[config.mk]
export PLATFORM = sky130hd
export DESIGN_NAME = jt89_gg_busif
export DESIGN_NICKNAME = d
export VERILOG_FILES = /design/src/rtl/jt89_gg_busif.sv
export SDC_FILE = /design/constraint.sdc
export NUM_CORES = 1
export LEC_CHECK = 0
export BUFFER_PORTS_ARGS = -buffer_cell sky130_fd_sc_hd__buf_2
export CAP_MARGIN = 20
export CORE_MARGIN = 2
export CORE_UTILIZATION = 54
export CTS_BUF_LIST = sky130_fd_sc_hd__clkbuf_16
export DETAILED_ROUTE_END_ITERATION = 6
export PLACE_DENSITY_LB_ADDON = 0.08
export SYNTH_ARGS = -nofsm -noshare
export SYNTH_HDL_FRONTEND = slang
export SYNTH_SLANG_ARGS = --single-unit
[constraint.sdc]
create_clock -name clk -period 1.9 [get_ports clk]
set_input_delay 0.19 -clock clk [delete_from_list [all_inputs] [get_ports clk]]
set_output_delay 0.19 -clock clk [all_outputs]
set_load 0.005 [all_outputs]
[src/rtl/jt89_gg_busif.sv]
// Game Gear PSG CPU write port: paces PSG data writes with READY and defers pan updates to the next cen_16.
// Acceptance on the strobe's first edge; psg_wr_n issues on the next clk_en and READY returns BUSY_CYC clk_en periods later; a PSG write while busy is dropped and flagged on ovr.
module jt89_gg_busif #(
    parameter int unsigned BUSY_CYC = 32,
    parameter logic [7:0]  PAN_RST  = 8'hFF
) (
    input  logic       clk,
    input  logic       rst,
    input  logic       clk_en,
    input  logic       cen_16,
    input  logic       cs_n,
    input  logic       wr_n,
    input  logic       addr,
    input  logic [7:0] din,
    output logic       ready,
    output logic       psg_wr_n,
    output logic [7:0] psg_din,
    output logic [7:0] pan,
    output logic       pan_pend,
    output logic       ovr
);

    localparam logic [7:0] CNT_LOAD = 8'(BUSY_CYC - 1);

    typedef enum logic [1:0] {
        IDLE,
        WAIT_EN,
        BUSY
    } state_t;

    state_t     state, state_nx;
    logic [7:0] cnt, cnt_nx;
    logic       ready_nx, psg_wr_n_nx, ovr_nx;
    logic [7:0] psg_din_nx;
    logic [7:0] pan_next;

    logic s, s_d, acc, psg_acc, pan_acc;

    assign s       = ~cs_n & ~wr_n;
    assign acc     = s & ~s_d;
    assign psg_acc = acc & ~addr;
    assign pan_acc = acc & addr;

    // s_d resets high so a strobe held through reset release is not taken as a new write
    always_ff @(posedge clk or negedge rst) begin
        if (!rst) begin
            s_d <= 1'b1;
        end else begin
            s_d <= s;
        end
    end

    always_ff @(posedge clk or negedge rst) begin
        if (!rst) begin
            state    <= IDLE;
            cnt      <= '0;
            ready    <= 1'b1;
            psg_wr_n <= 1'b1;
            psg_din  <= '0;
            ovr      <= 1'b0;
        end else begin
            state    <= state_nx;
            cnt      <= cnt_nx;
            ready    <= ready_nx;
            psg_wr_n <= psg_wr_n_nx;
            psg_din  <= psg_din_nx;
            ovr      <= ovr_nx;
        end
    end

    always_comb begin
        state_nx    = state;
        cnt_nx      = cnt;
        ready_nx    = ready;
        psg_wr_n_nx = 1'b1;
        psg_din_nx  = psg_din;
        ovr_nx      = 1'b0;
        case (state)
            IDLE: begin
                if (psg_acc) begin
                    psg_din_nx = din;
                    ready_nx   = 1'b0;
                    state_nx   = WAIT_EN;
                end
            end
            WAIT_EN: begin
                ovr_nx = psg_acc;
                if (clk_en) begin
                    psg_wr_n_nx = 1'b0;
                    cnt_nx      = CNT_LOAD;
                    state_nx    = BUSY;
                end
            end
            BUSY: begin
                ovr_nx = psg_acc;
                if (clk_en) begin
                    if (cnt == 8'd0) begin
                        ready_nx = 1'b1;
                        state_nx = IDLE;
                    end else begin
                        cnt_nx = cnt - 8'd1;
                    end
                end
            end
            default: state_nx = IDLE;
        endcase
    end

    // A fresh stereo write wins over a coinciding cen_16 so the newest value is the one applied
    always_ff @(posedge clk or negedge rst) begin
        if (!rst) begin
            pan_next <= PAN_RST;
            pan      <= PAN_RST;
            pan_pend <= 1'b0;
        end else if (pan_acc) begin
            pan_next <= din;
            pan_pend <= 1'b1;
        end else if (pan_pend && cen_16) begin
            pan      <= pan_next;
            pan_pend <= 1'b0;
        end
    end

endmodule

==> qor.yml, run 1 <==
outcome:
  status: "finished, final reports clean"
routing:
  highest_layer: "met4"
  ant_nets: 0
  met2RoutedLength_um: 1950
  drt_drc_violations_left: 0
  vias: 1236
  detailed_route_wire_length_per_cell_um: 16.0
  met3_length_um: 138
  drt_iter0_markers: 32
  drt_pre_antenna_iters: 4
  avgViaCountPerCell: 5.49
  detail_route.wirelength_um: 3600
  wirelength_met1_um: 1480
grt:
  globalRouteOverflowTotal: 0
  grt_start_max_net_pins: 40
  first_global_vias: 1237
  number_of_antenna_violations_at_the_first_check_in_global_routing: 0
  groute.usage.overall_pct: 21.4
  grt_first_pass_wirelength_um: 5700
synthesis:
  postSynthRegisterBits: 39
  synthesis.instances: 138
  syn-cell-area_um2: 1800
  syn_avg_cell_area_um2: 13.0
  synth.distinct_cells: 35
  syn_nets: 159
  synth_top_flop_cell: "dfrtp_1"
  synth_async_sr_flop_share_pct: 100
  synth.yosys.seq_area_share_pct: 55.6
  count_of_flip_flops_with_a_built_in_enable_after_synthesis: 0
  yosys_warnings: 0
critical_path:
  ff2ff_path_depth: 7
  start_kind: "flip-flop"
  arrival_time_reported_for_the_critical_path_endpoint_ns: 1.97
  critical_path.endpoint: "cnt[7]$_DFFE_PN0P_"
  setup.worst_path.start: "state[0]$_DFFE_PN0P_"
  rr_startpoint: "state[0]$_DFFE_PN0P_"
  crit_path_max_fanout: 7
  critical_path_class: "reg -> reg"
  reg2reg_to: "cnt[7]$_DFFE_PN0P_"
  r2r_slack_ns: 0.10
  critPathRequiredTime_ns: 2.07
  cp-end-kind: "flip-flop"
clock_network:
  worst_setup_hold_path_clk_slew_ns: 0.06
  clock_tree.buffer_depth: 2
  tritoncts: "done"
  clock_sink_count: 39
  clockRootBuffer: "clkbuf_16"
  htree_levels: 2
  insertion_delay_ns: 0.28
  cts_made_buffers: 5
timing:
  slew_headroom_pct: 45.9
  rsz0062_at_grt: "false"
  tightest_slew_ns: 0.811
  finClkSkew_ns: 0.00348
  fin_tns_setup_ns: 0
  finalSetupViolations: 0
  finalHoldViolations: 0
  clock.fmax_mhz: 557
  slew_viol_final: 0
  final_min_period_over_clock_period_pct: 94.5
  fin_crit_ns: 1.80
finish:
  layout_commonest_cell: "buf_2"
  layout.filler_cells: 256
  layout_common_cells: "buf_2, mux2_1, dfrtp_1"
  nNetsFinal: 201
  final_layout_size_suffix_gt1_share_pct: 42.0
  seq_area_um2: 1000
  multi_input_area_um2: 781
  finalNonFillerCells: 225
  diodes: 0
  area_growth_syn_to_layout_pct: 23.7
floorplanning:
  core_region_area_um2: 3100
  ioPinCount: 35
  fp.dieH_um: 61.7
  die-area_um2: 3810
  initial_core_util_pct: 57.9
  rows: 20
  die_width_um: 61.7
pwr:
  vdd_drop_max_v: 0.000670
  p_total_mw: 3.14
  static-leakage-power_nw: 0.999
  p_per_area_nw_per_um2: 1410
placement:
  placer_congestion: 0.784
  numPortBuffers: 34
  placed_cells: 216
  detailedPlacementHpwl_um: 2590
job:
  max_cap_violations: 0
hold_path:
  hold_class: "in -> async"
[stage by stage]
stage                     setup slack, ns  hold slack [ns]  utilization [%]  cell area (um^2)
after floorplan                     0.191           -0.106                -              1800
after global placement              0.179            0.309             65.5              2030
after detailed placement           0.0740            0.323             65.5              2030
after CTS                          0.0593           0.0191             70.9              2200
after global routing              0.00534           0.0630             71.7              2220
final                               0.104        0.0000567             71.7              2220
[worst min path at each step]
| stage | from | endpoint | slack (ns) | cells past startpoint |
|---|---|---|---|---|
| final | rst | psg_din[7]$_DFFE_PN0P_ | 0.00006 | 1 |
| after global routing | rst | psg_din[7]$_DFFE_PN0P_ | 0.06 | 1 |
| after CTS | rst | psg_din[7]$_DFFE_PN0P_ | 0.02 | 1 |
| after detailed placement | rst | psg_din[5]$_DFFE_PN0P_ | 0.32 | 1 |
| after global placement | rst | psg_din[7]$_DFFE_PN0P_ | 0.31 | 1 |
| after floorplan | rst | cnt[0]$_DFFE_PN0P_ | -0.11 | 0 |
[worst max-delay path, cell delays in order, from the launching register on]
cell and delay (ns):
dfrtp_1 0.40, inv_1 0.09, ha_2 0.24, nor4bb_4 0.16, buf_4 0.17, a211oi_4 0.30
a21oi_1 0.12, a31o_1 0.20
[final cells by class]
class / instances / share of cell area, %
clock buffer: 5 / 5.63
multi-input combinational: 90 / 35.1
clock inverter: 3 / 1.97
inverter: 7 / 1.18
tap: 44 / 2.48
sequential: 39 / 45.0
timing repair buffer: 37 / 8.67
[cell usage after synthesis (2+ instances only)]
master	number	share of area, %
a21oi_1	9	2.5
a31o_1	3	1.5
ha_1	6	4.2
nand2_1	9	1.9
o21ai_1	2	0.56
dfrtp_1	20	28
mux2_1	24	15
dfstp_2	19	28
nor4_2	2	1.4
a22oi_1	2	0.83
mux2i_1	2	1.1
nor2_1	9	1.9
inv_1	7	1.5
xnor2_1	3	1.5
[cell families (layout without fill, tap and decap cells)]
logic type / count (synthesis) / after routing / share of synthesized area (%)
flip-flops: 39 / 39 / 55.6
XOR/XNOR: 3 / 3 / 1.46
buffers and inverters: 9 / 52 / 2.16
AND/OR/NAND/NOR: 34 / 34 / 11.9
adder cells (fa/ha/maj): 6 / 6 / 4.18
AO/OA/AOI/OAI: 21 / 21 / 8.56
multiplexers: 26 / 26 / 16.1
[layer usage]
metal  vias up  global-route usage [%]
met5         -                       0
met4         0                    7.90
met3         6                    6.42
met2        31                    38.0
met1       624                    24.2
li1        575                       -
[sequential cells by signal (all words and copies together), names as in the netlist, 2 cells and up]
register	flops
cnt	8
pan	8
pan_next	8
psg_din	8
state	2
[power by group]
group	switching (mW)	internal [mW]	leakage (nW)
Sequential	0.173	1.19	0.438
Clock	0.315	0.618	0.0838
Combinational	0.435	0.417	0.478
[repair_timing]
| action | in CTS | in global routing |
|---|---|---|
| gates resized for setup | 0 | 3 |
| hold buffers | 0 | 0 |
| endpoints found under the setup margin | 0 | 4 |
| setup buffers | 0 | 1 |
(Power assumes the default switching activity.)
==> run 2, diff against run 1 <==
GPL_TIMING_DRIVEN = 0   (was not set)
MAX_ROUTING_LAYER = met4   (was not set)
==> qor.yml, run 2 (same netlist as run 1, synthesis figures left out) <==
critical_path:
  rr_startpoint: "state[0]$_DFFE_PN0P_"
  ff2ff_path_depth: 7  # unchanged
  start_kind: "flip-flop"
  arrival_time_reported_for_the_critical_path_endpoint_ns: 1.96  # about the same
  setup.worst_path.start: "state[0]$_DFFE_PN0P_"
  crit_path_max_fanout: 9  # +2
  critPathRequiredTime_ns: 2.06  # about the same
  critical_path_class: "reg -> reg"
  reg2reg_to: "cnt[5]$_DFFE_PN0P_"
  r2r_slack_ns: 0.1  # about the same
  cp-end-kind: "flip-flop"
placement:
  numPortBuffers: 34  # unchanged
  detailedPlacementHpwl_um: 2370  # -8.8%
  placer_congestion: 0.842  # +7.4%
  detailedPlace.worstSlack_ns: -0.0627  # -0.137 ns
timing:
  final_min_period_over_clock_period_pct: 95.0  # +0.45 points
  clock.fmax_mhz: 554  # -0.48%
  slew_viol_final: 0  # unchanged
  finalHoldViolations: 0  # unchanged
  slew_headroom_pct: 45.7  # -0.26 points
  finClkSkew_ns: 0.00619  # +0.00271 ns
  fin_crit_ns: 1.80  # +0.00862 ns
  finalSetupViolations: 0  # unchanged
  final_critical_path_setup_slack_ns: 0.0952  # -0.00862 ns
  rsz0062_at_grt: "true"
  timing.hold.ws_ns: 0.00834  # +0.00828 ns
  tightest_slew_ns: 0.815  # +0.00384 ns
pwr:
  p_total_mw: 2.97  # -5.7%
  p_per_area_nw_per_um2: 1360  # -4.1%
  vdd_drop_max_v: 0.000881  # +31%
  static-leakage-power_nw: 0.991  # -0.82%
grt:
  first_global_vias: 1208  # -2.3%
  grt_first_pass_wirelength_um: 5340  # -6.3%
  grt_start_max_net_pins: 40  # unchanged
  groute.usage.overall_pct: 20.8  # -0.57 points
  globalRouteOverflowTotal: 0  # unchanged
  number_of_antenna_violations_at_the_first_check_in_global_routing: 0  # unchanged
floorplanning:
  die-area_um2: 3810  # unchanged
  fp.dieH_um: 61.7  # unchanged
  initial_core_util_pct: 57.9  # unchanged
  core_region_area_um2: 3100  # unchanged
  die_width_um: 61.7  # unchanged
  ioPinCount: 35  # unchanged
  rows: 20  # unchanged
finish:
  seq_area_um2: 1000  # unchanged
  nNetsFinal: 201  # unchanged
  layout_common_cells: "buf_2, mux2_1, dfrtp_1"
  final_layout_size_suffix_gt1_share_pct: 39.8  # -2.2 points
  multi_input_area_um2: 774  # -0.80%
  layout_commonest_cell: "buf_2"
  layout.filler_cells: 237  # -7.4%
  diodes: 0  # unchanged
  area_growth_syn_to_layout_pct: 21.6
clock_network:
  clock_tree.buffer_depth: 2  # unchanged
  worst_setup_hold_path_clk_slew_ns: 0.05  # about the same
  cts_made_buffers: 5  # unchanged
  htree_levels: 2  # unchanged
  insertion_delay_ns: 0.28  # about the same
  clockRootBuffer: "clkbuf_16"
  clock_sink_count: 39  # unchanged
  tritoncts: "done"
routing:
  drt_pre_antenna_iters: 4  # unchanged
  avgViaCountPerCell: 5.38  # -2.1%
  vias: 1210  # -2.1%
  drt_iter0_markers: 34  # +6.3%
  detailed_route_wire_length_per_cell_um: 14.6  # -8.7%
  ant_nets: 0  # unchanged
  detail_route.wirelength_um: 3290  # -8.7%
  drt_drc_violations_left: 0  # unchanged
hold_path:
  hold_class: "in -> async"
outcome:
  status: "finished, final reports clean"
job:
  max_cap_violations: 0  # unchanged
## run 2: worst max path at each step
stage,endpoint,slack (ns),cells past startpoint
after detailed placement,cnt[7]$_DFFE_PN0P_,-0.06,7
after floorplan,cnt[4]$_DFFE_PN0P_,0.19,7
after CTS,cnt[5]$_DFFE_PN0P_,0.01,7
final,cnt[5]$_DFFE_PN0P_,0.1,7
after global routing,cnt[7]$_DFFE_PN0P_,-0.02,7
after global placement,cnt[7]$_DFFE_PN0P_,0.06,7
## run 2: stage by stage
step                cells  TNS, ns  util (%)  instance area [um^2]
floorplan             138        0         -                  1800
global placement      216        0      65.2                  2020
detailed placement    216  -0.0872      65.2                  2020
CTS                   224        0      69.8                  2170
global route          225  -0.0421      70.4                  2190
finish                225        0      70.4                  2190
## run 2: final cells by class
class,instances,share of cell area [%]
Buffer,2,0.744
Clock buffer,5,5.72
Clock inverter,3,0.515
Inverter,7,1.20
Multi-Input combinational cell,90,35.4
Sequential cell,39,45.7
Tap cell,44,2.52
Timing Repair Buffer,35,8.13
## run 2: layer usage
layer	up-vias	wire, um	global-route usage, %
met5	-	0	-
met4	0	66	9.73
met3	5	172	6.83
met2	35	1680	32.8
met1	598	1370	24.1
li1	572	-	-
## run 2: worst max-delay path, stage by stage (launching register included)
cell and delay (ns):
dfrtp_1 0.38, inv_1 0.07, ha_1 0.20, buf_6 0.14
nor4bb_4 0.17, a211oi_4 0.36, a21oi_1 0.14, a31o_1 0.21
## run 2: repair_timing
item / in CTS / in global routing
hold buffers: 0 / 0
resized for setup: 1 / 3
setup endpoints to repair: 3 / 5
setup buffers: 0 / 1
pin swaps: 0 / 1
## run 2: power by group
group	switching, mW	internal, mW	total (mW)
Sequential	0.172	1.19	1.36
Combinational	0.421	0.427	0.848
Clock	0.288	0.471	0.759
==> run 3, diff against run 2 <==
ABC_AREA = 1   (was not set)
RECOVER_POWER = 50   (was not set)
==> qor.yml, run 3 <==
placement:
  placer_congestion: 0.812  # -3.5%
  numPortBuffers: 34  # unchanged
  detailedPlacementHpwl_um: 2450  # +3.5%
  detailedPlace.worstSlack_ns: 0.255  # +0.318 ns
timing:
  rsz0062_at_grt: "false"
  tightest_slew_ns: 0.928  # +0.113 ns
  final_critical_path_setup_slack_ns: 0.225  # +0.130 ns
  finalSetupViolations: 0  # unchanged
  timing.hold.ws_ns: 0.0404  # +0.0320 ns
  clock.fmax_mhz: 597  # +7.8%
  finalHoldViolations: 0  # unchanged
  fin_tns_setup_ns: 0  # unchanged
  slew_viol_final: 0  # unchanged
  fin_crit_ns: 1.67  # -0.130 ns
  finClkSkew_ns: 0.00445  # -0.00174 ns
  final_min_period_over_clock_period_pct: 88.1  # -6.9 points
  slew_headroom_pct: 38.2  # -7.5 points
clock_network:
  cts_post_setup_buffers_inserted: 0  # unchanged
  clock_tree.buffer_depth: 2  # unchanged
  tritoncts: "done"
  htree_levels: 2  # unchanged
  worst_setup_hold_path_clk_slew_ns: 0.06  # about the same
  clock_sink_count: 39  # unchanged
  cts_made_buffers: 5  # unchanged
  clockRootBuffer: "clkbuf_16"
  cts_repair_resize_count: 0  # -1
  insertion_delay_ns: 0.28  # about the same
  post_cts_hold_buffer_count: 0  # unchanged
synthesis:
  post_synth_main_area_contributors: "dfrtp_1, dfstp_2, nand2_1"
  yosys_warnings: 0  # unchanged
  synthesis.instances: 211  # +53%
  synthDominantCellAreaShare_pct: 26.5  # -1.3 points
  syn_nets: 232  # +46%
  syn_avg_cell_area_um2: 8.95  # -31%
  count_of_flip_flops_with_a_built_in_enable_after_synthesis: 0  # unchanged
  postSynthRegisterBits: 39  # unchanged
  synth.distinct_cells: 24  # -31%
  synth.yosys.seq_area_share_pct: 52.9  # -2.7 points
  synthTopCellsByCount: "nand2_1, inv_1, dfrtp_1"
  synth_most_common_cell: "nand2_1"
  synthDominantAreaCellType: "dfrtp_1"
  synth_top_flop_cell: "dfrtp_1"
  synth_async_sr_flop_share_pct: 100  # unchanged
  syn-cell-area_um2: 1890  # +5.0%
pwr:
  pwr-share-clk_pct: 30.8  # +5.2 points
  power.share.sequential_pct: 39.9  # -5.9 points
  power.switching_fraction_pct: 31.4  # +1.7 points
  p_total_mw: 3.27  # +10%
  cell_internal_pwr_mw: 2.24  # +7.7%
  p_per_area_nw_per_um2: 1430  # +5.4%
  power_frac_comb_pct: 29.4  # +0.8 points
  static-leakage-power_nw: 1.11  # +12%
  vdd_drop_max_v: 0.000828  # -6.0%
  power.net_switching_mw: 1.03  # +17%
grt:
  grt_first_pass_wirelength_um: 6420  # +20%
  number_of_antenna_violations_at_the_first_check_in_global_routing: 0  # unchanged
  globalRouteOverflowTotal: 0  # unchanged
  groute.usage.overall_pct: 21.2  # +0.42 points
  grt_start_max_net_pins: 40  # unchanged
  first_global_vias: 1434  # +19%
routing:
  drt_drc_violations_left: 0  # unchanged
  highest_layer: "met4"
  ant_nets: 0  # unchanged
  detailed_route_wire_length_per_cell_um: 12.1  # -17%
  drt_pre_antenna_iters: 4  # unchanged
  vias: 1461  # +21%
  detail_route.wirelength_um: 3610  # +9.7%
  met2RoutedLength_um: 1660  # -0.89%
  wirelength_met1_um: 1750  # +28%
  avgViaCountPerCell: 4.89  # -9.1%
  met3_length_um: 149  # -13%
  drt_iter0_markers: 108  # +220%
critical_path:
  crit_path_max_fanout: 10  # +1
  arrival_time_reported_for_the_critical_path_endpoint_ns: 1.83  # -0.13 ns
  critPathRequiredTime_ns: 2.06  # about the same
  start_kind: "flip-flop"
  r2r_slack_ns: 0.23  # +0.13 ns
  cp-end-kind: "flip-flop"
  rr_startpoint: "state[0]$_DFFE_PN0P_"
  reg2reg_to: "cnt[7]$_DFFE_PN0P_"
  ff2ff_path_depth: 8  # +1
  critical_path_class: "reg -> reg"
floorplanning:
  initial_core_util_pct: 56.6  # -1.4 points
  die_width_um: 63.1  # +2.3%
  rows: 21  # +5.0%
  ioPinCount: 35  # unchanged
  die-area_um2: 3990  # +4.7%
  fp.dieH_um: 63.1  # +2.3%
  core_region_area_um2: 3340  # +7.5%
finish:
  layout.filler_cells: 282  # +19%
  nNetsFinal: 273  # +36%
  layout_common_cells: "nand2_1, inv_1, buf_2"
  area_growth_syn_to_layout_pct: 21.3
  multi_input_area_um2: 723  # -6.6%
  final_layout_size_suffix_gt1_share_pct: 30.4  # -9.3 points
  layout_commonest_cell: "nand2_1"
  seq_area_um2: 1000  # unchanged
  diodes: 0  # unchanged
outcome:
  status: "finished, final reports clean"
hold_path:
  hold_class: "in -> async"
job:
  max_cap_violations: 0  # unchanged
[run 3: cell count changes in the layout (fill, tap and decap cells not counted), moves of 4 or more]
cell,delta
nand2_1,+44
mux2_1,-24
inv_1,+22
o21ai_0,+19
a21oi_1,-8
nand3_1,+8
o21a_1,+8
nor2_1,+6
buf_2,-4
nand4_1,+4
[run 3: stage by stage]
stage / cell area [um^2] / util, % / cells
floorplan: 1890 / - / 211
global route: 2290 / 68.6 / 299
global placement: 2120 / 63.4 / 291
CTS: 2300 / 68.9 / 299
detailed placement: 2120 / 63.4 / 291
finish: 2290 / 68.6 / 299
[run 3: critical path, cell delays in order, from the launching register on]
cell and delay [ns]:
dfrtp_1 0.41, inv_1 0.09, ha_1 0.33, inv_2 0.15, o21ai_4 0.19, nand2_2 0.11
buf_6 0.16, nand2_1 0.05, o21ai_1 0.06
[run 3: cell families (layout without fill, tap and decap cells)]
group / Yosys count / after routing / share of synthesized area (%)
DFF: 39 / 39 / 52.9
and+or+nand+nor: 89 / 89 / 21.3
adders and majority gates: 6 / 6 / 3.98
AOI/OAI and AO/OA: 37 / 37 / 12.5
xor gates and xnor gates: 2 / 2 / 0.928
buffers and inverters: 38 / 80 / 8.35
[run 3: how the worst max path moves through the flow]
stage,depth (start not counted),start,slack (ns),to
CTS,8,state[0]$_DFFE_PN0P_,0.23,cnt[7]$_DFFE_PN0P_
finish,8,state[0]$_DFFE_PN0P_,0.23,cnt[7]$_DFFE_PN0P_
global placement,8,state[0]$_DFFE_PN0P_,0.29,cnt[7]$_DFFE_PN0P_
floorplan,8,state[0]$_DFFE_PN0P_,0.46,cnt[2]$_DFFE_PN0P_
global route,8,state[0]$_DFFE_PN0P_,0.12,cnt[7]$_DFFE_PN0P_
detailed placement,8,state[0]$_DFFE_PN0P_,0.26,cnt[2]$_DFFE_PN0P_
[run 3: power groups by stage]
stage               registers (mW)  clock network (mW)  logic, mW
floorplan                     1.31                   0      0.652
global placement              1.31                   0      0.937
detailed placement            1.32                   0      0.962
CTS                           1.31                1.02      0.980
global route                  1.34                1.06       1.12
finish                        1.31                1.01      0.961
[run 3: cell type report]
type | count | share of cell area, %
clock buffers | 6 | 6.56
plain buffers | 4 | 1.31
multi-input cells | 134 | 31.6
clock inverters | 2 | 1.48
inverters | 34 | 5.57
repair buffers | 34 | 7.32
well taps | 46 | 2.51
flip-flops and latches | 39 | 43.7
[run 3: per-layer routing]
layer,vias up,track usage [%]
met5,-,-
met2,28,32.0
li1,746,-
met3,5,3.93
met4,0,8.33
met1,682,28.6
